**src/rtl/ysyx_22040237_wb_unit.sv**
```systemverilog
// Write-back unit: merges LSU loads and FIFO-buffered ALU results
// into the register-file write port, with a pending-write scoreboard.
module ysyx_22040237_wb_unit #(
  parameter int XLEN           = 64,
  parameter int ALU_FIFO_DEPTH = 2
) (
  input  logic            clk,
  input  logic            rst,
  input  logic            alu_valid,
  output logic            alu_ready,
  input  logic [4:0]      alu_rd,
  input  logic [XLEN-1:0] alu_data,
  input  logic            lsu_valid,
  output logic            lsu_ready,
  input  logic [4:0]      lsu_rd,
  input  logic [XLEN-1:0] lsu_data,
  input  logic            iss_valid,
  input  logic [4:0]      iss_rd,
  input  logic [4:0]      rs1_addr,
  input  logic [4:0]      rs2_addr,
  output logic            rs1_busy,
  output logic            rs2_busy,
  output logic [31:0]     busy_vec,
  output logic            reg_wr_en,
  output logic [4:0]      wr_addr,
  output logic [XLEN-1:0] wr_data
);

  localparam int AW = $clog2(ALU_FIFO_DEPTH);

  logic [4:0]      r_q_rd   [ALU_FIFO_DEPTH];
  logic [XLEN-1:0] r_q_data [ALU_FIFO_DEPTH];
  logic [AW:0]     r_wptr;
  logic [AW:0]     r_rptr;
  logic            r_wen;
  logic [4:0]      r_waddr;
  logic [XLEN-1:0] r_wdata;
  logic [31:0]     r_busy;

  logic            w_full;
  logic            w_empty;
  logic            w_push;
  logic            w_lsu_sel;
  logic            w_pop;
  logic [31:0]     w_clr;
  logic [31:0]     w_set;
  logic [AW-1:0]   w_widx;
  logic [AW-1:0]   w_ridx;

  assign w_widx  = r_wptr[AW-1:0];
  assign w_ridx  = r_rptr[AW-1:0];
  assign w_empty = (r_wptr == r_rptr);
  assign w_full  = (r_wptr[AW] != r_rptr[AW]) &&
                   (w_widx == w_ridx);

  assign alu_ready = !w_full && !rst;
  assign lsu_ready = !rst;

  // rd==0 results complete the handshake but never occupy a slot
  assign w_push    = alu_valid && alu_ready &&
                     (alu_rd != 5'd0);
  assign w_lsu_sel = lsu_valid && (lsu_rd != 5'd0);
  assign w_pop     = !w_lsu_sel && !w_empty;

  assign w_clr = r_wen ? (32'd1 << r_waddr) : 32'd0;
  assign w_set = (iss_valid && iss_rd != 5'd0) ?
                 (32'd1 << iss_rd) : 32'd0;

  assign busy_vec  = r_busy;
  assign rs1_busy  = r_busy[rs1_addr];
  assign rs2_busy  = r_busy[rs2_addr];
  assign reg_wr_en = r_wen;
  assign wr_addr   = r_waddr;
  assign wr_data   = r_wdata;

  // FIFO storage, written at the tail on push
  always_ff @(posedge clk) begin
    if (w_push) begin
      r_q_rd[w_widx]   <= alu_rd;
      r_q_data[w_widx] <= alu_data;
    end
  end

  // FIFO pointers; the extra top bit separates full from empty
  always_ff @(posedge clk) begin
    if (rst) begin
      r_wptr <= '0;
      r_rptr <= '0;
    end else begin
      if (w_push) r_wptr <= r_wptr + 1'b1;
      if (w_pop)  r_rptr <= r_rptr + 1'b1;
    end
  end

  // Output register: LSU first, then FIFO head, else idle
  always_ff @(posedge clk) begin
    if (rst) begin
      r_wen   <= 1'b0;
      r_waddr <= 5'd0;
      r_wdata <= '0;
    end else if (w_lsu_sel) begin
      r_wen   <= 1'b1;
      r_waddr <= lsu_rd;
      r_wdata <= lsu_data;
    end else if (w_pop) begin
      r_wen   <= 1'b1;
      r_waddr <= r_q_rd[w_ridx];
      r_wdata <= r_q_data[w_ridx];
    end else begin
      r_wen   <= 1'b0;
    end
  end

  // Scoreboard: clear on commit, set on issue, set wins
  always_ff @(posedge clk) begin
    if (rst) begin
      r_busy <= 32'd0;
    end else begin
      r_busy <= ((r_busy & ~w_clr) | w_set) & ~32'd1;
    end
  end

endmodule

```
**config.mk**
```make
export PLATFORM = sky130hd
export DESIGN_NAME = ysyx_22040237_wb_unit
export DESIGN_NICKNAME = d
export VERILOG_FILES = /design/src/rtl/ysyx_22040237_wb_unit.sv
export SDC_FILE = /design/constraint.sdc
export NUM_CORES = 1
export LEC_CHECK = 0
export ABC_AREA = 0
export CORE_AREA = 2 2 223 137
export DETAILED_ROUTE_END_ITERATION = 12
export DIE_AREA = 0 0 225 139
export HOLD_SLACK_MARGIN = 0.1
export PLACE_DENSITY = 0.61
export SYNTH_ARGS = -nofsm -noshare
export SYNTH_HDL_FRONTEND = slang
export SYNTH_SLANG_ARGS = --single-unit
```
**constraint.sdc**
```tcl
create_clock -name clk -period 9.14 [get_ports clk]
set_input_delay 1.828 -clock clk [delete_from_list [all_inputs] [get_ports clk]]
set_output_delay 1.828 -clock clk [all_outputs]
set_load 0.03 [all_outputs]
```
==> results.py <==
metrics = {
    "clock_tree": {
        "cts_made_buffers": 25,
        "clock_sinks": 244,
        "cts.htree.levels": 1,
        "ctsResizeCount": 0,
        "cts_tree": "built",
        "path_clk_slew_ns": 0.06,
        "postCtsSetupRepairBufs": 0,
        "cts_root_buf": "clkbuf_16",
        "ctsLongestPathBuffers": 3,
        "hold_buffers": 0,
        "clkLatencyLatePin_ns": 0.54,
    },
    "critical_path": {
        "cpMaxStageDelayCell": "clkdlybuf4s50_1",
        "startpoint": "rs2_addr[0]",
        "r2r-start": "r_rptr[1]",
        "cp-end-kind": "primary output",
        "worst_r2r_path_depth": 6,
        "crit_top_cell": "clkdlybuf4s50_1",
        "timing.critical_path.buf_inv": 2,
        "critical_path_class": "in2out",
        "start_kind": "input pin",
        "critPathArrivalTime_ns": 4.08,
        "cp_top_family": "buffers and inverters",
        "worst-path-max-fanout": 7,
        "ff2ff_setup_slack_ns": 6.14,
        "r2r_end": "r_rptr[1]",
        "crit_path_max_incr_delay_ns": 0.66,
        "path_cells": "clkdlybuf4s50_1, mux4_2, nand2b_1, o211ai_1, nand4_1, clkdlybuf4s50_1",
        "required_ns": 7.31,
    },
    "die": {
        "rows": 49,
        "dieHeight_um": 139,
        "ios": 264,
        "die_w_um": 225,
        "core_area_um2": 29370,
        "die_area_um2": 31280,
        "initial_core_util": 0.3452,
    },
    "run": {
        "cap_viol_max_count": 0,
    },
    "finish": {
        "drive_above_1_share": 0.06039,
        "layout_commonest_cell": "clkdlybuf4s50_1",
        "final_area_um2": 13900,
        "synthToLayoutAreaGrowth_pct": 37.14,
        "stdcell_count": 1511,
        "final_nets": 1265,
        "most-common-layout-cells": "clkdlybuf4s50_1, edfxtp_1, a21oi_1",
    },
    "sta": {
        "slew_violations": 0,
        "skew_ns": 0.009962,
        "hold_viol": 0,
        "tightest_slew_ns": 1.032,
        "rsz0062_at_grt": "no",
        "max_freq_mhz": 169.4,
        "fin_crit_ns": 5.903,
        "finalCritPeriodShare": 0.6458,
        "maxSlewHeadroom": 0.3119,
        "setup_viol": 0,
        "setup_tns_ns": 0,
    },
    "power": {
        "power_w": 0.002892,
        "powerDensity_nw_per_um2": 208.0,
        "p_leak_nw": 4.565,
        "irDropWorstVdd_v": 0.0001049,
    },
    "logic_synthesis": {
        "yosys.cell_types.count": 39,
        "syn_area_um2": 10140,
        "synth_edf_count": 138,
        "synth_warnings": 0,
        "syn_nets": 1035,
        "syn_area_per_cell_um2": 11.56,
        "synth_seq_cells": 244,
        "ys_seq_area_frac": 0.6181,
        "synth_ff_type": "edfxtp_1",
        "synthCells": 877,
        "ys_async_sr_fraction": 0,
    },
    "route": {
        "wl_mm": 29.24,
        "dr.pass1.iters": 5,
        "vias": 7829,
        "vias_per_cell": 5.181,
        "wl_per_cell_um": 19.35,
        "drtIter0Drc": 573,
        "drc_errors": 0,
        "ant_nets": 0,
    },
    "placed_design": {
        "placed_cell_area_um2": 13010,
        "port_buffers": 262,
        "post-place-cells": 1462,
        "place_hpwl_mm": 19.30,
        "gp_congestion": 0.8780,
    },
    "global_route": {
        "grt_pass1_vias": 7592,
        "grt_pass1_wl_mm": 44.65,
        "overflow": 0,
        "gr-usage-all-layers": 0.1816,
        "antenna_found_initial": 5,
        "grt_start_max_net_pins": 73,
    },
    "worst_hold_path": {
        "hold_class": "reg2reg",
        "hp-start": "busy_vec[10]",
        "hold_depth": 2,
        "min_to": "busy_vec[10]",
    },
    "outcome": {
        "status": "finished, final reports clean",
    },
}
[tightest hold or removal path: stages (launching register included)]
cell and delay [ns]:
dfxtp_1 0.34, o21ai_0 0.08, a21oi_1 0.06
[report_power, final]
part | switching, W | internal, W
clock network | 0.000431 | 0.000652
registers | 0.0000446 | 0.00123
logic | 0.000309 | 0.000227
total | 0.000785 | 0.00211
[registers in the layout (all words and copies together), names as in the netlist, named ones only]
register / count
busy_vec: 31
r_q_data: 128
r_q_rd: 10
r_rptr: 2
r_wptr: 2
reg_wr_en: 1
wr_addr: 5
wr_data: 64
[synthesized netlist by cell type (7+ instances only)]
library cell,instances,share of area
edfxtp_1,138,0.41
a21oi_1,109,0.054
nand2_1,108,0.040
dfxtp_1,106,0.21
o21ai_0,102,0.050
mux2i_1,88,0.087
o211ai_1,71,0.053
clkbuf_1,39,0.014
buf_2,19,0.0094
nand3_1,11,0.0054
nor2_1,11,0.0041
buf_6,7,0.0078
[worst max-delay path by stage]
stage	end	depth (start not counted)	slack (ns)
2_1_floorplan	r_wptr[1]	4	1.52
3_5_place_dp	rs2_busy	6	3.24
4_1_cts	rs2_busy	6	3.21
5_1_grt	rs2_busy	6	3.09
3_3_place_gp	rs2_busy	6	3.27
6_report	rs2_busy	6	3.24
[layout make-up]
class / count / area (um^2)
Timing Repair Buffer: 272 / 2695
Multi-Input combinational cell: 559 / 3551
Antenna cell: 3 / 7.507
Sequential cell: 244 / 6270
Fill cell: 2712 / 15460
Clock buffer: 36 / 739.5
Clock inverter: 10 / 142.6
Tap cell: 382 / 478.0
Inverter: 5 / 18.77
[kinds of logic after synthesis]
group,share of synthesized area
AOI/OAI and AO/OA,0.1675
xor gates and xnor gates,0.003333
other,0.0003699
buffers and inverters,0.03592
muxes,0.1013
and+or+nand+nor,0.07344
DFF,0.6181
[metrics by stage]
| step | setup WS, ns | util | hold slack [ns] |
|---|---|---|---|
| after global routing | 3.085 | 0.4732 | 0.5577 |
| after detailed placement | 3.238 | 0.4431 | 0.5210 |
| after floorplan | 1.525 | - | 0.4737 |
| final | 3.237 | 0.4734 | 0.5322 |
| after global placement | 3.266 | 0.4431 | 0.5200 |
| after CTS | 3.215 | 0.4731 | 0.5317 |
[metal layers]
| metal | part of all wire | up-vias | GRT usage |
|---|---|---|---|
| li1 | - | 3742 | - |
| met1 | 0.48 | 3788 | 0.2654 |
| met2 | 0.42 | 243 | 0.2557 |
| met3 | 0.083 | 50 | 0.06102 |
| met4 | 0.022 | 6 | 0.04740 |
| met5 | 0.0014 | - | 0 |
No activity file was read; power rests on OpenSTA's default activity.
